### config.mk
export PLATFORM = sky130hd
export DESIGN_NAME = trigger_pulse_gen
export DESIGN_NICKNAME = d
export VERILOG_FILES = /design/src/rtl/trigger_pkg.sv /design/src/rtl/trigger_chan.sv /design/src/rtl/trigger_pulse_gen.sv
export SDC_FILE = /design/constraint.sdc
export NUM_CORES = 1
export LEC_CHECK = 0
export ABC_CLOCK_PERIOD_IN_PS = 3900
export CORE_MARGIN = 1
export CORE_UTILIZATION = 47
export DETAILED_ROUTE_END_ITERATION = 16
export PLACE_DENSITY_LB_ADDON = 0.2
export RECOVER_POWER = 50
export SLEW_MARGIN = 10
export SYNTH_ARGS = -nofsm -noshare
export SYNTH_HDL_FRONTEND = slang
export SYNTH_SLANG_ARGS = --single-unit
### constraint.sdc
create_clock -name clk -period 3.9 [get_ports clk]
set_clock_uncertainty 0.2 [all_clocks]
set_input_delay 0.39 -clock clk [delete_from_list [all_inputs] [get_ports clk]]
set_output_delay 0.39 -clock clk [all_outputs]
set_load 0.05 [all_outputs]
### src/rtl/trigger_pkg.sv
// Shared definitions for the multi-channel trigger pulse generator:
// channel FSM encoding and edge-select mode constants.
package trigger_pkg;

    typedef enum logic [1:0] {
        IDLE  = 2'b00,
        PULSE = 2'b01,
        HOLD  = 2'b10
    } chan_state_t;

    localparam logic [1:0] MODE_RISE = 2'b00;
    localparam logic [1:0] MODE_FALL = 2'b01;
    localparam logic [1:0] MODE_BOTH = 2'b10;
    localparam logic [1:0] MODE_OFF  = 2'b11;

endpackage

### src/rtl/trigger_chan.sv
// One trigger channel: input synchroniser, stable-sample edge qualifier,
// and the IDLE/PULSE/HOLD sequencer with its pulse and hold-off counters.
module trigger_chan
    import trigger_pkg::*;
#(
    parameter int SYNC = 2,
    parameter int QUAL = 2,
    parameter int PW_W = 8
) (
    input  logic            clk,
    input  logic            clr_n,
    input  logic            i_en,
    input  logic [1:0]      i_mode,
    input  logic [PW_W-1:0] i_pulse_len,
    input  logic [PW_W-1:0] i_holdoff,
    input  logic            i_t_in,
    output logic            o_t_out,
    output logic            o_busy,
    output logic            o_start
);

    logic [SYNC-1:0] r_sync;
    logic [QUAL:0]   r_qual;
    logic            w_rise;
    logic            w_fall;
    logic            w_edge;
    logic            w_evt;

    chan_state_t     r_state;
    chan_state_t     w_state_next;
    logic [PW_W-1:0] r_pcnt;
    logic [PW_W-1:0] w_pcnt_next;
    logic [PW_W-1:0] r_hcnt;
    logic [PW_W-1:0] w_hcnt_next;
    logic            w_start;
    logic            r_t_out;
    logic            r_busy;

    // Multi-flop synchroniser for the asynchronous trigger input.
    always_ff @(posedge clk or negedge clr_n) begin
        if (!clr_n) begin
            r_sync <= '0;
        end else begin
            r_sync <= {r_sync[SYNC-2:0], i_t_in};
        end
    end

    // Sample history of the synchronised input; runs regardless of en/mode
    // so that re-enabling with a steady input does not look like an edge.
    always_ff @(posedge clk or negedge clr_n) begin
        if (!clr_n) begin
            r_qual <= '0;
        end else begin
            r_qual <= {r_qual[QUAL-1:0], r_sync[SYNC-1]};
        end
    end

    // An edge qualifies once QUAL newest samples agree and differ from the one before.
    assign w_rise = (&r_qual[QUAL-1:0]) & ~r_qual[QUAL];
    assign w_fall = ~(|r_qual[QUAL-1:0]) & r_qual[QUAL];

    // Select which qualified edge counts as an event.
    always_comb begin
        w_edge = 1'b0;
        case (i_mode)
            MODE_RISE: w_edge = w_rise;
            MODE_FALL: w_edge = w_fall;
            MODE_BOTH: w_edge = w_rise | w_fall;
            default:   w_edge = 1'b0;
        endcase
    end

    assign w_evt = i_en & w_edge;

    // Next-state and counter logic; dropping en forces IDLE from any state.
    always_comb begin
        w_state_next = r_state;
        w_pcnt_next  = r_pcnt;
        w_hcnt_next  = r_hcnt;
        w_start      = 1'b0;
        if (!i_en) begin
            w_state_next = IDLE;
        end else begin
            case (r_state)
                IDLE: begin
                    if (w_evt) begin
                        w_state_next = PULSE;
                        w_start      = 1'b1;
                        w_pcnt_next  = (i_pulse_len == '0) ? PW_W'(1) : i_pulse_len;
                    end
                end
                PULSE: begin
                    if (r_pcnt == PW_W'(1)) begin
                        if (i_holdoff != '0) begin
                            w_state_next = HOLD;
                            w_hcnt_next  = i_holdoff;
                        end else begin
                            w_state_next = IDLE;
                        end
                    end else begin
                        w_pcnt_next = r_pcnt - PW_W'(1);
                    end
                end
                HOLD: begin
                    if (r_hcnt == PW_W'(1)) begin
                        w_state_next = IDLE;
                    end else begin
                        w_hcnt_next = r_hcnt - PW_W'(1);
                    end
                end
                default: w_state_next = IDLE;
            endcase
        end
    end

    // State, counters and registered outputs derived from the next state.
    always_ff @(posedge clk or negedge clr_n) begin
        if (!clr_n) begin
            r_state <= IDLE;
            r_pcnt  <= '0;
            r_hcnt  <= '0;
            r_t_out <= 1'b0;
            r_busy  <= 1'b0;
        end else begin
            r_state <= w_state_next;
            r_pcnt  <= w_pcnt_next;
            r_hcnt  <= w_hcnt_next;
            r_t_out <= (w_state_next == PULSE);
            r_busy  <= (w_state_next != IDLE);
        end
    end

    assign o_t_out = r_t_out;
    assign o_busy  = r_busy;
    assign o_start = w_start;

endmodule

### src/rtl/trigger_pulse_gen.sv
// Multi-channel trigger pulse generator: NCH independent channels plus a
// shared saturating count of accepted triggers and an any-pulse flag.
module trigger_pulse_gen
    import trigger_pkg::*;
#(
    parameter int NCH   = 4,
    parameter int SYNC  = 2,
    parameter int QUAL  = 2,
    parameter int PW_W  = 8,
    parameter int CNT_W = 16
) (
    input  logic             clk,
    input  logic             clr_n,
    input  logic             en,
    input  logic [1:0]       mode,
    input  logic [PW_W-1:0]  pulse_len,
    input  logic [PW_W-1:0]  holdoff,
    input  logic             cnt_clr,
    input  logic [NCH-1:0]   t_in,
    output logic [NCH-1:0]   t_out,
    output logic [NCH-1:0]   busy,
    output logic             t_any,
    output logic [CNT_W-1:0] evt_cnt
);

    localparam int POP_W = $clog2(NCH + 1);

    logic [NCH-1:0]   w_t_out;
    logic [NCH-1:0]   w_busy;
    logic [NCH-1:0]   w_start;
    logic [POP_W-1:0] w_pop;
    logic [CNT_W:0]   w_sum;
    logic [CNT_W-1:0] r_evt_cnt;

    for (genvar gi = 0; gi < NCH; gi++) begin : g_chan
        trigger_chan #(
            .SYNC (SYNC),
            .QUAL (QUAL),
            .PW_W (PW_W)
        ) u_chan (
            .clk         (clk),
            .clr_n       (clr_n),
            .i_en        (en),
            .i_mode      (mode),
            .i_pulse_len (pulse_len),
            .i_holdoff   (holdoff),
            .i_t_in      (t_in[gi]),
            .o_t_out     (w_t_out[gi]),
            .o_busy      (w_busy[gi]),
            .o_start     (w_start[gi])
        );
    end

    // Number of channels entering PULSE in this cycle.
    always_comb begin
        w_pop = '0;
        for (int i = 0; i < NCH; i++) begin
            w_pop = w_pop + POP_W'(w_start[i]);
        end
    end

    // One extra bit catches overflow so the counter can stick at all-ones.
    assign w_sum = {1'b0, r_evt_cnt} + (CNT_W + 1)'(w_pop);

    // Saturating event counter; a clear wins over same-cycle increments.
    always_ff @(posedge clk or negedge clr_n) begin
        if (!clr_n) begin
            r_evt_cnt <= '0;
        end else if (cnt_clr) begin
            r_evt_cnt <= '0;
        end else if (w_sum[CNT_W]) begin
            r_evt_cnt <= '1;
        end else begin
            r_evt_cnt <= w_sum[CNT_W-1:0];
        end
    end

    assign t_out   = w_t_out;
    assign busy    = w_busy;
    assign t_any   = |w_t_out;
    assign evt_cnt = r_evt_cnt;

endmodule

Word-level counts from Yosys, hierarchy flattened
Index checks and enable logic that the tools add are counted.
{"block": "word_totals", "input_bits": 26, "reg_bits": 116, "out_inout_bits": 25}
{"block": "classes", "n_mux": 65, "n_addsub": 12, "n_eq_ne": 42, "bitwise_logic": 24, "reduce_logical": 36}
{"op": "8-bit 2-to-1 mux", "count": 18}
{"op": "8-bit case mux with 2 select lines", "count": 8}
{"op": "8-bit by 1-bit == test with 1-bit output, second input constant", "count": 8}
{"op": "8-bit by 1-bit subtractor with 8-bit output, second input constant", "count": 8}
{"op": "2-bit 2-to-1 mux", "count": 17}
{"op": "16-bit 2-to-1 mux", "count": 2}
{"op": "2-bit case mux with 3 select lines", "count": 4}
{"op": "2-bit nonzero test", "count": 12}
{"op": "2-bit != test, second input constant", "count": 11}
{"op": "5-bit AND reduction", "count": 4}
{"op": "2-bit by 1-bit == test with 1-bit output, second input constant", "count": 9}
{"op": "2-bit by 1-bit != test with 1-bit output, second input constant", "count": 9}
{"op": "16-bit by 3-bit adder with 17-bit output", "count": 1}
{"op": "4-bit AND reduction", "count": 4}
{"op": "1-bit AND", "count": 12}
{"op": "1-bit 2-to-1 mux", "count": 12}
{"op": "1-bit case mux with 3 select lines", "count": 4}
{"op": "2-bit == test, second input constant", "count": 5}
{"op": "2-bit logical NOT", "count": 5}
{"op": "8-bit logical NOT", "count": 1}
{"op": "1-bit NOT", "count": 8}
{"op": "2-bit AND reduction", "count": 4}
{"op": "8-bit nonzero test", "count": 1}
{"op": "2-bit OR reduction", "count": 4}
{"op": "other kinds (5)", "count": 8}

Depth between registers and ports, before layout
{"block": "depth", "depth_word": 15, "mapped_depth": 13, "mapped_depth_nobuf": 12}

Modules after synthesis
From an unflattened synthesis, not the netlist that was laid out.
{"block": "unflattened", "hier_cells": 712, "area_unflattened_um2": 6685.2}
{"module": "trigger_chan at g_chan[1].u_chan ...", "seq_area_each_um2": 625.6, "cells_per_inst": 157, "n_inst": 3, "area_per_inst_um2": 1448.9}
{"module": "trigger_chan at g_chan[0].u_chan", "seq_area_each_um2": 625.6, "cells_per_inst": 151, "n_inst": 1, "area_per_inst_um2": 1442.6}
{"module": "trigger_pulse_gen", "seq_area_each_um2": 400.4, "cells_per_inst": 90, "n_inst": 1, "area_per_inst_um2": 895.9}

Least setup slack after synthesis
No wires, ideal clock.
{"block": "synth_timing", "path_kind": "register to register", "start": "register g_chan[0].u_chan.r_qual[0]", "end": "register r_evt_cnt[6], in the netlist evt_cnt[6]", "stages_incl_launch_ff": 12, "setup_time_ns": 0.078, "t_arrival_ns": 3.302, "required_ns": 3.622, "path_slack_ns": 0.320, "path_cell_list": "dfrtp_1 -> nand4bb_1 -> a21oi_1 -> o21ai_0 -> fa_1 -> inv_1 -> fa_1 -> fa_1 -> nand3_1 -> nor2_1 -> or2_2 -> a21oi_1"}
{"block": "synth_between", "elab_chain_cells": 15}
{"element": "start: declaration", "line": "trigger_chan.sv:23", "rtl": "logic [QUAL:0] r_qual;"}
{"element": "start signal: assignment", "line": "trigger_chan.sv:54", "rtl": "r_qual <= {r_qual[QUAL-1:0], r_sync[SYNC-1]};"}
{"element": "2-bit OR reduction", "line": "trigger_chan.sv:60", "rtl": "assign w_fall = ~(|r_qual[QUAL-1:0]) & r_qual[QUAL];"}
{"element": "1-bit NOT", "line": "trigger_chan.sv:60"}
{"element": "1-bit AND", "line": "trigger_chan.sv:60"}
{"element": "1-bit bitwise OR", "line": "trigger_chan.sv:68", "rtl": "MODE_BOTH: w_edge = w_rise | w_fall;"}
{"element": "1-bit case mux with 3 select lines *", "line": "trigger_chan.sv:65", "rtl": "case (i_mode)"}
{"element": "1-bit AND *", "line": "trigger_chan.sv:73", "rtl": "assign w_evt = i_en & w_edge;"}
{"element": "1-bit 2-to-1 mux *", "line": "trigger_chan.sv:86", "rtl": "if (w_evt) begin"}
{"element": "1-bit 2-to-1 mux *", "line": "trigger_chan.sv:84", "rtl": "case (r_state)"}
{"element": "1-bit 2-to-1 mux *", "line": "trigger_chan.sv:81", "rtl": "if (!i_en) begin"}
{"element": "1-bit by 1-bit adder with 2-bit output *", "line": "trigger_pulse_gen.sv:58", "rtl": "w_pop = w_pop + POP_W'(w_start[i]);"}
{"element": "2-bit by 1-bit adder with 3-bit output *", "line": "trigger_pulse_gen.sv:58"}
{"element": "3-bit by 1-bit adder with 3-bit output *", "line": "trigger_pulse_gen.sv:58"}
{"element": "16-bit by 3-bit adder with 17-bit output *", "line": "trigger_pulse_gen.sv:63", "rtl": "assign w_sum = {1'b0, r_evt_cnt} + (CNT_W + 1)'(w_pop);"}
{"element": "16-bit 2-to-1 mux *", "line": "trigger_pulse_gen.sv:71", "rtl": "end else if (w_sum[CNT_W]) begin"}
{"element": "16-bit 2-to-1 mux *", "line": "trigger_pulse_gen.sv:69", "rtl": "end else if (cnt_clr) begin"}
{"element": "end signal: assignment", "line": "trigger_pulse_gen.sv:74", "rtl": "r_evt_cnt <= w_sum[CNT_W-1:0];"}
{"element": "end: declaration", "line": "trigger_pulse_gen.sv:33", "rtl": "logic [CNT_W-1:0] r_evt_cnt;"}
Every way passes the cells marked *; elsewhere a longest branch is shown, timed or not.
A chain may end at the register's enable or synchronous reset.

Worst setup path in the final report
{"block": "layout_timing", "start": "input mode[1]", "end": "register r_evt_cnt[6], in the netlist evt_cnt[6]"}
{"block": "layout_between", "elab_chain_cells": 12}
{"element": "start: declaration", "line": "trigger_pulse_gen.sv:15", "rtl": "input logic [1:0] mode,"}
{"element": "2-bit == test, or another cell as far along", "line": "trigger_chan.sv:65"}
{"element": "1-bit case mux with 3 select lines", "line": "trigger_chan.sv:65"}
{"element": "1-bit AND", "line": "trigger_chan.sv:73"}
{"element": "1-bit 2-to-1 mux", "line": "trigger_chan.sv:86"}
{"element": "1-bit 2-to-1 mux", "line": "trigger_chan.sv:84"}
{"element": "1-bit 2-to-1 mux", "line": "trigger_chan.sv:81"}
{"element": "1-bit by 1-bit adder with 2-bit output", "line": "trigger_pulse_gen.sv:58"}
{"element": "2-bit by 1-bit adder with 3-bit output", "line": "trigger_pulse_gen.sv:58"}
{"element": "3-bit by 1-bit adder with 3-bit output *", "line": "trigger_pulse_gen.sv:58"}
{"element": "16-bit by 3-bit adder with 17-bit output *", "line": "trigger_pulse_gen.sv:63"}
{"element": "16-bit 2-to-1 mux *", "line": "trigger_pulse_gen.sv:71"}
{"element": "16-bit 2-to-1 mux *", "line": "trigger_pulse_gen.sv:69"}
Marks and branches as above.

==> parameters.txt <==
Parameter                              Value

Die
  Horizontal die dimension    roughly 120 um
  Site Rows    43
  Initial Util    0.4882
  Floorplan Core Area    14100 um2
  Area of the die    15130 um2
  Vertical die dimension    between 100 and 150 um
  Boundary pin count    51

Synth
  Share of synthesized area spent on multiplexers    0.01709
  Count leader, synth    sky130_fd_sc_hd__dfrtp_1
  Combined area of all synthesized cells    6882 um2
  Async set or reset register ratio after synthesis    1.000
  Largest family of logic cells by synthesized area    compound AO/OA/AOI/OAI gates
  Fraction of post-synthesis cell area in the top cell type by area    0.4218
  Area fraction in compound gates after synthesis    0.2511
  Number of standard cells after synthesis    720
  Fraction of the mapped netlist area in adder cells    0.03964
  Count of flip-flops with a built-in enable after synthesis    0
  Number of distinct library cells after synthesis    83
  Synthesized flop and latch total    116
  Main area contributors after synthesis    sky130_fd_sc_hd__dfrtp_1 (42%), sky130_fd_sc_hd__a21oi_1 (4.3%), sky130_fd_sc_hd__ha_1 (3.1%)
  Post-synthesis sequential area ratio    0.4218
  Top flip-flop cell by instance count after synthesis    sky130_fd_sc_hd__dfrtp_1
  Parity-gate share of the synthesized area counting xor and xnor cells    0.01273
  Net count after synthesis    about 770
  Library cell with the largest summed area after synthesis    sky130_fd_sc_hd__dfrtp_1
  Synthesized area per cell    around 9.6 um2
  Simple-gate portion of the synthesized area    0.2035
  Most numerous cell types in the synthesized netlist    sky130_fd_sc_hd__dfrtp_1 (116), sky130_fd_sc_hd__a21oi_1 (59), sky130_fd_sc_hd__inv_1 (40)
  Yosys Warn Count    0

Routing
  Via/cell ratio    ~6.3
  Vias    about 6000
  Routed wirelength normalized by instance count    ~19 um
  Detailed Route Iter0 Violations    521
  First-pass iteration count of the detailed router    5
  Antenna viol nets, final    0
  Final wirelength    between 15000 and 20000 um
  Post-route DRC violation count    0

Finish
  Final instance area    ~8100 um2
  Post-layout utilization of the core    0.5729
  Fraction of final layout cells with drive strength greater than 1    0.1100
  Fin cells    approximately 950
  Area added between synthesis and finish    17.35%
  Count of antenna diodes in the layout    0
  Net count, final    around 810

Placed design
  Placer Congestion    0.9009
  Placed instance area    7488 um2
  Placed insts    between 900 and 1000
  HPWL after DPL    ~13000 um
  Port Buf Inserts    50

Power
  Fraction of power spent switching nets    0.3029
  Portion of total power attributed to combinational logic    0.175
  Maximum resistive drop on vdd    0.0004268 V
  Clk network pwr share    0.413
  Sw Pwr    1148 uW
  Static Leakage    0.003227 uW
  Flop pwr share    0.413
  Internal power component    2641 uW
  Power density over the cells    around 470 nW/um2

Flow run
  Max-cap check violation count    1

Hold path
  Type of the worst min-delay path    register to register

Timing
  Worst slew margin relative to its limit    -0.1752
  Peak Freq    283.2 MHz
  Actual transition at the worst max-transition pin    1.763 ns
  Final setup violation count    0
  Share of the clock period used by the worst path    0.9053
  Fin Setup TNS    0 ns
  Slew Viols, Final    70
  Count of final hold-check violations    0
  Setup repair after global routing missed its margin    no
  Crit path time final    about 3.5 ns

CTS
  Number of instances resized during post-cts repair    0
  CTS clk-pin slew, worst paths    approximately 0.06 ns
  Num CTS Buffers    17
  Root cell of the clock tree    sky130_fd_sc_hd__clkbuf_16
  Number of buffers inserted to repair setup after CTS    0
  Sinks on the clock net    around 120
  Clock tree from TritonCTS    built
  Max H-tree Level    4
  Maximum root-to-sink buffer count    2
  Insertion delay of the later-clocked pin in the worst-skew pair    0.43 ns

Setup path
  Type of destination of the critical path    register
  CP max stage cell    sky130_fd_sc_hd__clkdlybuf4s50_1
  Buf+Inv Stages, Crit Path    2
  Cell seen most often among critical-path stages    sky130_fd_sc_hd__fa_1
  Crit-path leading delay family    adder cells
  Critical Path RT    4.04 ns
  Crit path largest cell delay    a little under 0.6 ns
  Worst-path cell chain    clkdlybuf4s50_1 -> nand4bb_1 -> a21oi_1 -> o21ai_0 -> fa_1 -> inv_1 -> fa_1 -> fa_1 -> nand3_1 -> nor2_1 -> or2_2 -> a21oi_1
  Kind of critical path    primary input to register
  Highest fanout seen on the critical path    5
  Critical Path AT    roughly 3.7 ns
  Nature of the critical path startpoint    primary input

Global routing
  First-pass GRT wire length    between 30000 and 40000 um
  Via count of the first global-routing pass    5899
  Total routing resource utilization after global routing    0.2606
  Global-route congestion overflow total    0
  Largest net degree at the start of global routing    70
  Antenna violations before repair    0

Run status
  Outcome    complete, but fails checks
  Violations in the final reports    max-capacitance violations, max-slew violations
## registers in the layout, summed over array words and instances (netlist names)
signal	flops
evt_cnt	16
g_chan.u_chan.r_pcnt	32
g_chan.u_chan.r_qual	12
g_chan.u_chan.r_sync	8
g_chan.u_chan.r_hcnt	32
g_chan.u_chan.r_state	8
g_chan.u_chan.o_t_out	4
g_chan.u_chan.o_busy	4
## power by group through the flow
stage	combinational [uW]	sequential, uW	clock, uW
2_1_floorplan	476	1530	0
3_3_place_gp	646	1570	0
3_5_place_dp	664	1580	0
4_1_cts	667	1560	1590
5_1_grt	746	1590	1640
6_report	662	1560	1560
## what timing repair did
item / CTS / global route
hold buffers: 1 / 0
endpoints found under the hold margin: 68 / 0
endpoints found under the setup margin: 0 / 0
## layout make-up
class	instances	area [um2]
Clock inverter	11	127.6
Clock buffer	20	466.7
Multi-Input combinational cell	520	3606
Sequential cell	116	2903
Fill cell	1243	6021
Timing Repair Buffer	61	578.1
Tap cell	180	225.2
Inverter	45	168.9
## worst reg2reg max path, stage by stage (launching register included)
cell and delay [ns]:
sky130_fd_sc_hd__dfrtp_1 0.41, sky130_fd_sc_hd__or3b_1 0.43, sky130_fd_sc_hd__nor2_1 0.10, sky130_fd_sc_hd__o21ai_0 0.11, sky130_fd_sc_hd__fa_1 0.52, sky130_fd_sc_hd__inv_1 0.05
sky130_fd_sc_hd__fa_1 0.46, sky130_fd_sc_hd__fa_1 0.51, sky130_fd_sc_hd__nand3_1 0.17, sky130_fd_sc_hd__nor2_1 0.07, sky130_fd_sc_hd__or2_2 0.29, sky130_fd_sc_hd__a21oi_1 0.13
## kinds of logic (layout without fill, tap and decap cells)
kind of cell / after synthesis / in the layout
AOI/OAI and AO/OA: 245 / 245
buffers and inverters: 84 / 137
xor gates and xnor gates: 10 / 10
and+or+nand+nor: 234 / 234
muxes: 11 / 11
adders and majority gates: 20 / 20
DFF: 116 / 116
## cells in the final DEF (no fill, tap or decap), drive strengths merged, types with 11 or more instances in the layout
cell,count
a21oi,61
dfrtp,116
clkbuf,22
clkdlybuf4s50,45
nor2,38
a31oi,13
nand2b,20
ha,17
a211oi,11
o2bb2ai,14
nor4,11
nor3,35
nand2,33
o22ai,15
nand3,21
o211ai,26
inv,46
o21ai,30
## worst paths after layout
| path | start | endpoint | slack, ns | cells after the start |
|---|---|---|---|---|
| max reg2reg | g_chan[0].u_chan.r_qual[1] | evt_cnt[6] | 0.38 | 11 |
| max in group asynchronous | clr_n | g_chan[1].u_chan.r_pcnt[3] | 0.75 | 3 |
| min | g_chan[0].u_chan.r_sync[1] | g_chan[0].u_chan.r_qual[0] | 0.15 | 0 |
| min in group asynchronous | clr_n | g_chan[3].u_chan.r_hcnt[7] | 0.76 | 2 |
| max | mode[1] | evt_cnt[6] | 0.37 | 12 |
| min reg2reg | g_chan[0].u_chan.r_sync[1] | g_chan[0].u_chan.r_qual[0] | 0.15 | 0 |
## layer usage
metal | vias up | global-route usage | part of all wire
met5 | - | 0 | 0
met4 | 0 | 0.1265 | 0.026
met3 | 38 | 0.06504 | 0.055
met2 | 196 | 0.4073 | 0.48
met1 | 2963 | 0.3375 | 0.44
li1 | 2818 | - | -
## stage by stage
step                      worst slack, ns  total power (uW)  hold slack [ns]
after global placement            0.07721              2216           0.1348
after floorplan                    0.3198              2009          -0.1056
final                              0.3695              3789           0.1489
after CTS                          0.3551              3815           0.1534
after detailed placement         -0.03838              2241           0.1378
after global routing               0.1491              3974           0.1560
No activity file was read; power rests on OpenSTA's default activity.
